[src/rtl/mtr_pkg.sv]
// Shared constants and types for the motor PWM measurement block.
package mtr_pkg;

  // Duty width; the PWM period is 2^PWM_W clocks and must match the motor driver.
  localparam int unsigned PWM_W = 11;
  localparam logic [PWM_W-1:0] PWM_MAX = 11'h7FF;

  typedef logic [PWM_W-1:0] spd_t;

endpackage

[src/rtl/mtr_pwm_meas_if.sv]
// Pin-pair inputs and measurement results of mtr_pwm_meas.
// The slave modport is the measurement block; the master side drives the PWM pins.
interface mtr_pwm_meas_if #(
  parameter int unsigned PWM_W = mtr_pkg::PWM_W
) ();

  logic             PWM_frwrd_lft;
  logic             PWM_rev_lft;
  logic             PWM_frwrd_rght;
  logic             PWM_rev_rght;
  logic [PWM_W-1:0] lft_spd;
  logic             lft_rev;
  logic [PWM_W-1:0] rght_spd;
  logic             rght_rev;
  logic             meas_vld;
  logic [1:0]       shoot_thru;

  modport master (
    output PWM_frwrd_lft, PWM_rev_lft, PWM_frwrd_rght, PWM_rev_rght,
    input  lft_spd, lft_rev, rght_spd, rght_rev, meas_vld, shoot_thru
  );

  modport slave (
    input  PWM_frwrd_lft, PWM_rev_lft, PWM_frwrd_rght, PWM_rev_rght,
    output lft_spd, lft_rev, rght_spd, rght_rev, meas_vld, shoot_thru
  );

endinterface

[src/rtl/pwm_chan_meas.sv]
// One wheel side: integrates forward/reverse pin high-time over a window and
// latches magnitude, direction and shoot-through at the window end strobe.
module pwm_chan_meas import mtr_pkg::*; #(
  parameter int unsigned PWM_W = mtr_pkg::PWM_W
) (
  input  logic             clk_i,
  input  logic             rst_ni,
  input  logic             frwrd_i,
  input  logic             rev_i,
  input  logic             win_end_i,
  output logic [PWM_W-1:0] spd_o,
  output logic             rev_o,
  output logic             shoot_o
);

  // One extra bit: a window that is high every cycle counts to 2^PWM_W.
  logic [PWM_W:0]   f_acc_q, f_acc_d;
  logic [PWM_W:0]   r_acc_q, r_acc_d;
  logic [PWM_W:0]   f_tot, r_tot, big;
  logic             st_q, st_d, st_tot;
  logic [PWM_W-1:0] spd_q, spd_d;
  logic             rev_q, rev_d;
  logic             shoot_q, shoot_d;

  // Accumulate this cycle's sample; on the terminal cycle fold it into the result and clear.
  always_comb begin
    f_tot   = f_acc_q + {{PWM_W{1'b0}}, frwrd_i};
    r_tot   = r_acc_q + {{PWM_W{1'b0}}, rev_i};
    st_tot  = st_q | (frwrd_i & rev_i);
    big     = (r_tot > f_tot) ? r_tot : f_tot;
    f_acc_d = f_tot;
    r_acc_d = r_tot;
    st_d    = st_tot;
    spd_d   = spd_q;
    rev_d   = rev_q;
    shoot_d = shoot_q;
    if (win_end_i) begin
      f_acc_d = '0;
      r_acc_d = '0;
      st_d    = 1'b0;
      spd_d   = big[PWM_W] ? {PWM_W{1'b1}} : big[PWM_W-1:0];
      // A tie (including an idle window) keeps the last known direction.
      if (r_tot > f_tot) begin
        rev_d = 1'b1;
      end else if (f_tot > r_tot) begin
        rev_d = 1'b0;
      end
      shoot_d = st_tot;
    end
  end

  // Accumulator and result registers.
  always_ff @(posedge clk_i or negedge rst_ni) begin
    if (!rst_ni) begin
      f_acc_q <= '0;
      r_acc_q <= '0;
      st_q    <= 1'b0;
      spd_q   <= '0;
      rev_q   <= 1'b0;
      shoot_q <= 1'b0;
    end else begin
      f_acc_q <= f_acc_d;
      r_acc_q <= r_acc_d;
      st_q    <= st_d;
      spd_q   <= spd_d;
      rev_q   <= rev_d;
      shoot_q <= shoot_d;
    end
  end

  assign spd_o   = spd_q;
  assign rev_o   = rev_q;
  assign shoot_o = shoot_q;

endmodule

[src/rtl/mtr_pwm_meas.sv]
// Motor PWM measurement monitor: recovers per-wheel speed and direction from
// the forward/reverse PWM pin pairs over free-running 2^PWM_W-clock windows.
// Optional macro MTR_PWM_SYNC_EN inserts 2-flop synchronizers on the PWM pins.
module mtr_pwm_meas import mtr_pkg::*; #(
  parameter int unsigned PWM_W = mtr_pkg::PWM_W
) (
  input  logic          clk,
  input  logic          rst_n,
  mtr_pwm_meas_if.slave bus
);

  logic [PWM_W-1:0] win_cnt_q, win_cnt_d;
  logic             win_end;
  logic             meas_vld_q, meas_vld_d;
  logic [3:0]       pins_raw, pins;
  logic [PWM_W-1:0] lft_spd, rght_spd;
  logic             lft_rev, rght_rev, lft_st, rght_st;

  // {rev_rght, frwrd_rght, rev_lft, frwrd_lft}
  assign pins_raw = {bus.PWM_rev_rght, bus.PWM_frwrd_rght, bus.PWM_rev_lft, bus.PWM_frwrd_lft};

`ifdef MTR_PWM_SYNC_EN
  logic [3:0] sync1_q, sync2_q;

  // Two-stage synchronizer for asynchronous external pins.
  always_ff @(posedge clk or negedge rst_n) begin
    if (!rst_n) begin
      sync1_q <= '0;
      sync2_q <= '0;
    end else begin
      sync1_q <= pins_raw;
      sync2_q <= sync1_q;
    end
  end

  assign pins = sync2_q;
`else
  assign pins = pins_raw;
`endif

  // Window is free-running; a full-period integral does not depend on driver phase.
  always_comb begin
    win_end    = &win_cnt_q;
    win_cnt_d  = win_cnt_q + 1'b1;
    meas_vld_d = win_end;
  end

  // Window counter and result-valid strobe.
  always_ff @(posedge clk or negedge rst_n) begin
    if (!rst_n) begin
      win_cnt_q  <= '0;
      meas_vld_q <= 1'b0;
    end else begin
      win_cnt_q  <= win_cnt_d;
      meas_vld_q <= meas_vld_d;
    end
  end

  pwm_chan_meas #(
    .PWM_W (PWM_W)
  ) u_lft (
    .clk_i     (clk),
    .rst_ni    (rst_n),
    .frwrd_i   (pins[0]),
    .rev_i     (pins[1]),
    .win_end_i (win_end),
    .spd_o     (lft_spd),
    .rev_o     (lft_rev),
    .shoot_o   (lft_st)
  );

  pwm_chan_meas #(
    .PWM_W (PWM_W)
  ) u_rght (
    .clk_i     (clk),
    .rst_ni    (rst_n),
    .frwrd_i   (pins[2]),
    .rev_i     (pins[3]),
    .win_end_i (win_end),
    .spd_o     (rght_spd),
    .rev_o     (rght_rev),
    .shoot_o   (rght_st)
  );

  assign bus.lft_spd    = lft_spd;
  assign bus.lft_rev    = lft_rev;
  assign bus.rght_spd   = rght_spd;
  assign bus.rght_rev   = rght_rev;
  assign bus.meas_vld   = meas_vld_q;
  assign bus.shoot_thru = {rght_st, lft_st};

endmodule

[src/flat_wrapper.sv]
// flat-port wrapper written by rule: the top's interface ports become plain ports
module mtr_pwm_meas_flat import mtr_pkg::*;
#(
  parameter int unsigned PWM_W = mtr_pkg::PWM_W
)
  (clk, rst_n, bus_PWM_frwrd_lft, bus_PWM_rev_lft, bus_PWM_frwrd_rght, bus_PWM_rev_rght, bus_lft_spd, bus_lft_rev, bus_rght_spd, bus_rght_rev, bus_meas_vld, bus_shoot_thru);
  mtr_pwm_meas_if #(.PWM_W(PWM_W)) bus_i ();
  input  logic clk;
  input  logic rst_n;
  input wire logic [$bits(bus_i.PWM_frwrd_lft)-1:0] bus_PWM_frwrd_lft;
  input wire logic [$bits(bus_i.PWM_rev_lft)-1:0] bus_PWM_rev_lft;
  input wire logic [$bits(bus_i.PWM_frwrd_rght)-1:0] bus_PWM_frwrd_rght;
  input wire logic [$bits(bus_i.PWM_rev_rght)-1:0] bus_PWM_rev_rght;
  output wire logic [$bits(bus_i.lft_spd)-1:0] bus_lft_spd;
  output wire logic [$bits(bus_i.lft_rev)-1:0] bus_lft_rev;
  output wire logic [$bits(bus_i.rght_spd)-1:0] bus_rght_spd;
  output wire logic [$bits(bus_i.rght_rev)-1:0] bus_rght_rev;
  output wire logic [$bits(bus_i.meas_vld)-1:0] bus_meas_vld;
  output wire logic [$bits(bus_i.shoot_thru)-1:0] bus_shoot_thru;
  assign bus_i.PWM_frwrd_lft = bus_PWM_frwrd_lft;
  assign bus_i.PWM_rev_lft = bus_PWM_rev_lft;
  assign bus_i.PWM_frwrd_rght = bus_PWM_frwrd_rght;
  assign bus_i.PWM_rev_rght = bus_PWM_rev_rght;
  assign bus_lft_spd = bus_i.lft_spd;
  assign bus_lft_rev = bus_i.lft_rev;
  assign bus_rght_spd = bus_i.rght_spd;
  assign bus_rght_rev = bus_i.rght_rev;
  assign bus_meas_vld = bus_i.meas_vld;
  assign bus_shoot_thru = bus_i.shoot_thru;
  mtr_pwm_meas #(.PWM_W(PWM_W)) u_core (.clk(clk), .rst_n(rst_n), .bus(bus_i));
endmodule
[config.mk]
export PLATFORM = sky130hd
export DESIGN_NAME = mtr_pwm_meas_flat
export DESIGN_NICKNAME = d
export VERILOG_FILES = /design/src/rtl/mtr_pkg.sv /design/src/rtl/mtr_pwm_meas_if.sv /design/src/rtl/pwm_chan_meas.sv /design/src/rtl/mtr_pwm_meas.sv /design/src/flat_wrapper.sv
export SDC_FILE = /design/constraint.sdc
export NUM_CORES = 1
export LEC_CHECK = 0
export ABC_AREA = 1
export CORE_MARGIN = 2
export CORE_UTILIZATION = 60
export DETAILED_ROUTE_END_ITERATION = 16
export PLACE_DENSITY = 0.91
export RECOVER_POWER = 50
export SLEW_MARGIN = 20
export SYNTH_ARGS = -nofsm -noshare
export SYNTH_HDL_FRONTEND = slang
export SYNTH_HIERARCHICAL = 1
export SYNTH_SLANG_ARGS = --single-unit
[constraint.sdc]
create_clock -name clk -period 6.2 [get_ports clk]
set_input_delay 1.24 -clock clk [delete_from_list [all_inputs] [get_ports clk]]
set_output_delay 1.24 -clock clk [all_outputs]
set_load 0.1 [all_outputs]
# Word-level counts from Yosys, hierarchy flattened
# Cells that the tools add are included.
dict set report totals {
  in_bits 6
  ff_bits 88
  output_inout_bits 27
}
dict set report op_classes {
  reduce_logical 5
  mux 14
  n_lt_le_gt_ge 4
  addsub 5
  n_bitwise 4
}
# cell count
set op_table {}
lappend op_table {{$mux 12} 6}
lappend op_table {{$add 12x1->12} 4}
lappend op_table {{$gt 12x12->1} 4}
lappend op_table {{$reduce_and 12->1} 2}
lappend op_table {{$mux 11} 2}
lappend op_table {{$add 11x1->11 const B} 1}
lappend op_table {{$reduce_and 11->1} 1}
lappend op_table {{$mux 1} 6}
lappend op_table {{$reduce_bool 2->1} 2}
lappend op_table {{$and 1x1->1} 2}
lappend op_table {{$or 1x1->1} 2}

# Longest topological paths before layout
# Gate-level depths: netlist of the first run.
dict set report depth {
  depth_word 4
  depth_mapped 22
  ltp_nobuf 21
}

# Cells and area by module
# The synthesis of the first run kept the hierarchy.
# module area_each_um2 instances cells_per_inst seq_area_each_um2
set modules_own_cells {}
lappend modules_own_cells {{pwm_chan_meas at u_core.u_lft} 2419.8 1 333 950.9}
lappend modules_own_cells {{pwm_chan_meas at u_core.u_rght} 2321.0 1 319 950.9}
lappend modules_own_cells {mtr_pwm_meas 559.3 1 63 300.3}

# Worst setup path before layout of the first run
# No wires, ideal clock.
dict set report synth_timing {
  path_type {input -> register}
  from {in bus_PWM_frwrd_lft}
  to {reg u_core.u_lft.spd_q[1] (netlist: u_core/u_lft/spd_o[1])}
  stages 19
  slack_ns 2.689
  setup_ns 0.120
  arrival_time_ns 3.391
  required_time_ns 6.080
  path_cell_list {ha_1 -> ha_1 -> nand2_1 -> nor2_1 -> nand2_1 -> xor2_1 -> inv_1 -> ha_1 -> nand2_1 -> inv_1 -> nand2_1 -> nor2_2 -> nand2_2 -> clkbuf_1 -> nand3_1 -> nand2_1 -> nand2_2 -> nand2_1 -> nand2_1}
}
dict set report synth_between {
  elab_chain_cells 4
}
# element line_no
set synth_lines {}
lappend synth_lines {{start: declaration} flat_wrapper.sv:10} ;# input wire logic [$bits(bus_i.PWM_frwrd_lft)-1:0] bus_PWM_frwrd_lft;
lappend synth_lines {{$add 12x1->12 *} pwm_chan_meas.sv:27} ;# f_tot = f_acc_q + {{PWM_W{1'b0}}, frwrd_i};
lappend synth_lines {{$gt 12x12->1} pwm_chan_meas.sv:30} ;# big = (r_tot > f_tot) ? r_tot : f_tot;
lappend synth_lines {{$mux 12 *} pwm_chan_meas.sv:30}
lappend synth_lines {{$mux 11 *} pwm_chan_meas.sv:41} ;# spd_d = big[PWM_W] ? {PWM_W{1'b1}} : big[PWM_W-1:0];
lappend synth_lines {{end signal: assignment} pwm_chan_meas.sv:65} ;# spd_q <= spd_d;
lappend synth_lines {{end: declaration} pwm_chan_meas.sv:21} ;# logic [PWM_W-1:0] spd_q, spd_d;
# Mark *: on every way between the ends. The rest lies on a longest branch, timed or not.
# A chain may end at the register's enable or synchronous reset.

# Worst setup path in the final report of the first run
dict set report layout_timing {
  from {in bus_PWM_frwrd_lft}
  to {reg u_core.u_lft.spd_q[9] (netlist: u_core/u_lft/spd_o[9])}
}
# The elaborated chain is that of the path after synthesis.

==> impl_results.rst, run 1 <==
.. list-table::
   :header-rows: 1

   * - Metric
     - Value
   * - Portion of total power attributed to combinational logic
     - 0.448
   * - Unrepaired setup endpoints after global routing
     - no
   * - Number of synthesized register bits
     - 88
   * - Hold Crit Class
     - reg2reg
   * - Seq/Total Area, Yosys
     - 0.415
   * - Share of the synthesized area in the top cell type
     - 0.415
   * - Final Net Count
     - 781
   * - Die outline area
     - 0.00960 mm2
   * - Starting density of the core
     - 0.614
   * - Primary flip-flop cell chosen by synthesis mapping
     - dfrtp_1
   * - Synth area leaders
     - dfrtp_1, nand2_1, ha_1
   * - Number of distinct standard cells referenced by the synthesized netlist
     - 31
   * - Die Width
     - 98.0 um
   * - Clock transition time at the flip-flop clock pins of the worst setup and hold paths
     - 80 ps
   * - Net count after synthesis
     - 754
   * - Clock network latency to the later pin of the worst-skew pair
     - 360 ps
   * - Cells after Synth
     - 715
   * - Worst-path cell chain
     - clkdlybuf4s50_1, ha_1, ha_1, nand2_1, nor2_1, nand2_1, xor2_1, inv_1, ha_1, nand2_1, inv_1, nand2_1, nor2_2, nand2_2, nand3_2, nand2_2, nand2_2, nand2_1, nand2_1, nand2_1
   * - Syn Area/Cell
     - 7.41 um2
   * - GRT Util Overall
     - 0.274
   * - Number of placed instances, taps included
     - 839
   * - Max-slew violations
     - 92
   * - Most repeated cell in the gate-level netlist after synthesis
     - nand2_1
   * - Top achievable clock speed
     - 222 MHz
   * - CTS tree
     - done
   * - Final routed wirelength across all metal layers
     - 12.4 mm
   * - Internal power contribution
     - 1.25 mW
   * - Buffer type at the clock tree root
     - clkbuf_8
   * - Setup slack after layout
     - 1690 ps
   * - Worst rel slew slack
     - -0.195
   * - Placer's final routability congestion estimate
     - 0.960
   * - Clock sinks
     - 88
   * - Endpoint type of the worst setup path
     - register
   * - Placeable core region
     - 0.00864 mm2
   * - Part of the cycle the worst path needs
     - 0.727
   * - Leading post-synthesis cells by instance count
     - nand2_1, nor2_1, dfrtp_1, inv_1, nand3_1
   * - H-tree levels
     - 3
   * - Worst hold-check slack
     - 456 ps
   * - Switching Share
     - 0.439
   * - Via density per instance
     - 5.42
   * - Arrival @ worst endpoint
     - 4800 ps
   * - Number of instances resized during post-cts repair
     - 0
   * - Maximum fanout count along the critical path
     - 13
   * - Number of enable-type register cells in the synthesized netlist
     - 0
   * - Required @ worst endpoint
     - 6490 ps
   * - Clock Skew
     - 8.73 ps
   * - Worst vdd rail ir drop
     - 0.000295 V
   * - Rows
     - 34
   * - Outcome
     - finished with violations
   * - Worst setup path class
     - in2reg
   * - Setup slack at placement
     - 1450 ps
   * - Final period demand of the worst path
     - 4510 ps
   * - Final Hold Violating Endpoints
     - 0
   * - Overall overflow remaining after global route
     - 0
   * - Detailed router's first-iteration violation count
     - 378
   * - Count of buffer and inverter cells on the critical path
     - 3
   * - LEAKAGE
     - 3.01 nW
   * - CTS Buf Count
     - 9
   * - Pin count of the biggest net entering global routing
     - 65
   * - Measured slew at the worst slew-check pin
     - 1790 ps
   * - Number of setup violations in the final report
     - 0
   * - Maximum Capacitance Violations
     - 2
   * - Total setup buffers inserted after CTS
     - 0
   * - Pwr/cell area
     - 381 mW/mm2
   * - Mean routed wirelength per cell
     - 14.5 um
   * - Via count
     - 4,632
   * - Cts-stage hold buffer count
     - 0
   * - Number of nets with antenna violations after detailed routing
     - 0
   * - Fraction of final layout cells sized beyond drive strength 1
     - 0.0736
   * - Fraction of power consumed by sequential logic
     - 0.352
   * - Total Neg Setup Slack
     - 0 ps
   * - Async SR Flop Fraction
     - 1.00
   * - Post-route insts no fill
     - 855
   * - Netlist area before placement
     - 0.00530 mm2
   * - Signed area change from the synthesized netlist to the final layout
     - 10.5%
   * - Total inserted antenna cells
     - 0
   * - # DRC
     - 0
   * - Switching component of the power
     - 0.982 mW
   * - Top-level port count
     - 33
   * - Wire length of the first global-routing pass
     - 21.2 mm
   * - Die Height
     - 98.0 um
   * - Startpoint class of the critical path
     - input pin
   * - Cell accounting for the most synthesized area
     - dfrtp_1
   * - TritonRoute pass-1 iters
     - 6
   * - Largest delay share family, worst path
     - simple AND/OR/NAND/NOR gates
   * - Number of buffers added on ports
     - 32
   * - Number of global-route vias before repair
     - 4,542
   * - Crit-path max cell delay
     - 490 ps
   * - Clock Power Share
     - 0.199
   * - Clock buffer depth
     - 2
   * - Cell type with the highest occurrence count on the critical path
     - nand2_1
   * - Failing checks
     - max-capacitance violations, max-slew violations
   * - Warnings from Yosys
     - 6
   * - HPWL after DPL
     - 8.88 mm
   * - Number of filler instances in the final layout
     - 679
   * - Slowest CP cell
     - clkdlybuf4s50_1
   * - Initial antenna violation count
     - 0
routing by layer:
metal  part of all wire  track usage
met1               0.41        0.332
met2               0.51        0.476
met3              0.049       0.0487
met4              0.030        0.124
met5                  0            0
placed cells by master, fill, tap and decap left out:
| cell type | count |
|---|---|
| a21o_1 | 1 |
| a21oi_1 | 9 |
| a21oi_4 | 1 |
| a31o_2 | 1 |
| buf_4 | 1 |
| bufinv_16 | 2 |
| clkbuf_1 | 2 |
| clkbuf_2 | 1 |
| clkbuf_8 | 10 |
| clkdlybuf4s50_1 | 31 |
| clkinv_1 | 2 |
| clkinv_2 | 1 |
| clkinvlp_4 | 2 |
| dfrtp_1 | 88 |
| ha_1 | 33 |
| inv_1 | 80 |
| inv_2 | 3 |
| nand2_1 | 264 |
| nand2_2 | 18 |
| nand2_4 | 1 |
| nand3_1 | 38 |
| nand3_2 | 5 |
| nand3b_1 | 1 |
| nand4_1 | 11 |
| nand4_2 | 1 |
| nor2_1 | 91 |
| nor2_2 | 4 |
| nor2_4 | 4 |
| nor3_1 | 3 |
| o21ai_0 | 8 |
| o21ai_1 | 1 |
| o21bai_1 | 5 |
| xnor2_1 | 7 |
| xor2_1 | 17 |
power groups by stage:
| stage | Combinational (mW) | Sequential [mW] | Clock, mW |
|---|---|---|---|
| 4_1_cts | 0.978 | 0.784 | 0.453 |
| 3_3_place_gp | 0.909 | 0.789 | 0 |
| 3_5_place_dp | 0.960 | 0.794 | 0 |
| 2_1_floorplan | 0.753 | 0.770 | 0 |
| 5_1_grt | 1.13 | 0.801 | 0.479 |
| 6_report | 1.00 | 0.787 | 0.446 |
logic make-up after synthesis:
family          count (synthesis)  share of synthesized area
compound gates                 26                     0.0302
xor+xnor                       24                     0.0397
fa+ha+maj                      33                     0.0779
buf+inv                       103                     0.0796
flops                          88                      0.415
simple gates                  441                      0.357
through the flow:
step / power [mW] / area [um2] / util
3_3_place_gp: 1.70 / 5670 / 0.657
5_1_grt: 2.41 / 5860 / 0.678
4_1_cts: 2.22 / 5890 / 0.683
6_report: 2.23 / 5860 / 0.678
3_5_place_dp: 1.75 / 5670 / 0.657
2_1_floorplan: 1.52 / 5300 / -
final cells by class:
| class | instances | area, um2 | area share |
|---|---|---|---|
| flip-flops and latches | 88 | 2200 | 0.376 |
| well taps | 108 | 135 | 0.0231 |
| clock buffers | 11 | 141 | 0.0241 |
| multi-input cells | 524 | 2650 | 0.453 |
| repair buffers | 34 | 327 | 0.0557 |
| clock inverters | 5 | 80.1 | 0.0137 |
| inverters | 85 | 319 | 0.0545 |
registers in the layout, summed over array words and instances (netlist names), 11 cells and up:
name / count
u_core/u_lft/f_acc_q: 12
u_core/u_lft/r_acc_q: 12
u_core/u_lft/spd_o: 11
u_core/u_rght/f_acc_q: 12
u_core/u_rght/r_acc_q: 12
u_core/u_rght/spd_o: 11
u_core/win_cnt_q: 11
worst paths after layout:
kind / depth (start not counted) / to / startpoint / slack (ps)
worst min register to register: 1 / u_core/win_cnt_q[0] / u_core/win_cnt_q[0] / 460
worst min-delay path: 1 / u_core/win_cnt_q[0] / u_core/win_cnt_q[0] / 460
max in group asynchronous: 2 / u_core/u_lft/r_acc_q[5] / rst_n / 2910
worst max-delay path: 20 / u_core/u_lft/spd_o[9] / bus_PWM_frwrd_lft / 1690
min in group asynchronous: 1 / u_core/win_cnt_q[5] / rst_n / 1150
worst max register to register: 8 / u_core/u_rght/rev_o / u_core/win_cnt_q[0] / 2450
No activity file was read; power rests on OpenSTA's default activity.
==> inputs of run 2 (changes only) <==
==> constraint.sdc (replaced) <==
create_clock -name clk -period 4.4 [get_ports clk]
set_input_delay 0.88 -clock clk [delete_from_list [all_inputs] [get_ports clk]]
set_output_delay 0.88 -clock clk [all_outputs]
set_load 0.1 [all_outputs]
==> run 2 against run 1 <==
  * Count of clock-buffer cells in the layout shrank 2
  * Setup slack worse by 1200 ps
  * Power grew 38%
  * Core utilization is 0.22 points higher
  * Combinational power up 40%
  * Hold slack improved by 9.3 ps
  * Global-route usage down 1.4 points
  * Routed wire length is 4.3% lower
  * Largest cell class unchanged
  * Clock skew up 5.2 ps
  * First-iteration DRC count decreased by 17%
  * The run still ends with max-capacitance violations, max-slew violations left
  * Flip-flop and latch count unchanged
==> impl_results.rst, run 2 (same netlist as run 1, synthesis figures left out) <==
.. list-table::
   :header-rows: 1

   * - Metric
     - Value
   * - Outcome
     - finished with violations
   * - Failing checks
     - max-capacitance violations, max-slew violations
   * - Endpoint type of the worst setup path
     - register
   * - Via density per instance
     - 5.36
   * - Cts-stage hold buffer count
     - 0
   * - Overall overflow remaining after global route
     - 0
   * - Die outline area
     - 0.00960 mm2
   * - Total Neg Setup Slack
     - 0 ps
   * - Cell area after placement
     - 0.00570 mm2
   * - Required @ worst endpoint
     - 4640 ps
   * - Maximum Capacitance Violations
     - 1
   * - Critical Path End
     - u_core/u_lft/spd_o[9]
   * - Crit-path max cell delay
     - 480 ps
   * - Origin of the critical flop-to-flop path
     - u_core/u_lft/f_acc_q[0]
   * - Clock transition time at the flip-flop clock pins of the worst setup and hold paths
     - 90 ps
   * - Maximum fanout count along the critical path
     - 13
   * - Pwr/cell area
     - 524 mW/mm2
   * - HPWL after DPL
     - 8.85 mm
   * - Buffer type at the clock tree root
     - clkbuf_8
   * - Pin count of the biggest net entering global routing
     - 55
   * - Top-level port count
     - 33
   * - Mean routed wirelength per cell
     - 13.8 um
   * - Number of nets with antenna violations after detailed routing
     - 0
   * - CTS tree
     - done
   * - Cell count along the critical path
     - 20
   * - Worst rel slew slack
     - -0.908
   * - Via count
     - 4,601
   * - Final Hold Violating Endpoints
     - 0
   * - Cell type with the highest occurrence count on the critical path
     - nand2_1
   * - Wire length of the first global-routing pass
     - 20.3 mm
   * - Worst setup path class
     - in2reg
   * - LEAKAGE
     - 3.02 nW
   * - Starting density of the core
     - 0.614
   * - Max-slew violations
     - 55
   * - Worst vdd rail ir drop
     - 0.000302 V
   * - Initial antenna violation count
     - 0
   * - Number of setup violations in the final report
     - 0
   * - Largest delay share family, worst path
     - simple AND/OR/NAND/NOR gates
   * - Hold Crit Class
     - reg2reg
   * - Clock sinks
     - 88
   * - CTS Buf Count
     - 9
   * - Arrival @ worst endpoint
     - 4180 ps
   * - Number of global-route vias before repair
     - 4,603
   * - Depth of the worst register-to-register path
     - 19
   * - Unrepaired setup endpoints after global routing
     - no
   * - Rows
     - 34
   * - H-tree levels
     - 3
   * - Slowest CP cell
     - clkdlybuf4s50_1
   * - Number of instances resized during post-cts repair
     - 0
   * - Reg-to-reg slack, setup
     - 1160 ps
   * - Worst-path cell chain
     - clkdlybuf4s50_1, ha_1, ha_1, nand2_1, nor2_1, nand2_1, xor2_1, inv_1, ha_1, nand2_1, inv_1, nand2_1, nor2_2, nand2_2, nand3_2, nand2_2, nand2_2, nand2_1, nand2_1, nand2_1
   * - GRT Util Overall
     - 0.260
   * - # DRC
     - 0
   * - Final period demand of the worst path
     - 3940 ps
   * - Detailed router's first-iteration violation count
     - 313
   * - Worst hold-check slack
     - 465 ps
   * - Clock Skew
     - 13.9 ps
   * - TritonRoute pass-1 iters
     - 5
   * - Number of buffers added on ports
     - 32
   * - Worst reg2reg path endpoint
     - u_core/u_lft/spd_o[9]
   * - Measured slew at the worst slew-check pin
     - 2860 ps
   * - Placeable core region
     - 0.00864 mm2
   * - Startpoint class of the critical path
     - input pin
   * - Clock network latency to the later pin of the worst-skew pair
     - 360 ps
   * - Commonest non-fill, non-tap cell in the layout
     - nand2_1
   * - Fraction of final layout cells sized beyond drive strength 1
     - 0.0812
   * - Source of the critical timing path
     - bus_PWM_frwrd_lft
   * - Final Net Count
     - 785
   * - Die Width
     - 98.0 um
   * - Sum of internal, switching and leakage power
     - 3.08 mW
   * - Final routed wirelength across all metal layers
     - 11.9 mm
   * - Commonest cells after routing, fill and taps aside
     - nand2_1, nor2_1, dfrtp_1
   * - Clock buffer depth
     - 2
   * - Die Height
     - 98.0 um
   * - Top achievable clock speed
     - 254 MHz
   * - Part of the cycle the worst path needs
     - 0.895
   * - Final design instance area without fill
     - 0.00588 mm2
   * - Total setup buffers inserted after CTS
     - 0
   * - Total inserted antenna cells
     - 0
   * - Count of buffer and inverter cells on the critical path
     - 3
   * - Placer's final routability congestion estimate
     - 0.966
   * - Signed area change from the synthesized netlist to the final layout
     - 10.9%
[run 2: routing by layer]
layer	wire, um	vias to the layer above	track usage
met5	0	-	0
met4	358	0	0.116
met3	693	35	0.0465
met2	6040	170	0.455
met1	4800	2148	0.312
li1	-	2248	-
[run 2: where the power goes]
group	total [mW]	switching, mW	internal, mW
Clock	0.576	0.308	0.268
Combinational	1.40	0.923	0.475
Sequential	1.11	0.149	0.958
Total	3.08	1.38	1.70
[run 2: through the flow]
stage,setup slack (ps),std cells,utilization
2_1_floorplan,1250,715,-
3_3_place_gp,320,843,0.660
3_5_place_dp,181,843,0.660
4_1_cts,544,859,0.684
5_1_grt,126,859,0.681
6_report,464,859,0.681
[run 2: worst min-delay path by stage]
stage / slack [ps] / end / cells past startpoint / from
6_report: 460 / u_core/win_cnt_q[0] / 1 / u_core/win_cnt_q[0]
5_1_grt: 520 / u_core/win_cnt_q[10] / 2 / u_core/win_cnt_q[10]
4_1_cts: 480 / u_core/win_cnt_q[10] / 2 / u_core/win_cnt_q[10]
3_3_place_gp: 450 / u_core/win_cnt_q[10] / 2 / u_core/win_cnt_q[10]
2_1_floorplan: 440 / u_core/win_cnt_q[10] / 2 / u_core/win_cnt_q[10]
3_5_place_dp: 460 / u_core/win_cnt_q[10] / 2 / u_core/win_cnt_q[10]
[run 2: area by class of cell]
cell class	instances	area, um2
Timing Repair Buffer	38	357
Inverter	85	319
Clock inverter	7	78.8
Fill cell	663	2760
Clock buffer	9	124
Sequential cell	88	2200
Tap cell	108	135
Multi-Input combinational cell	524	2660
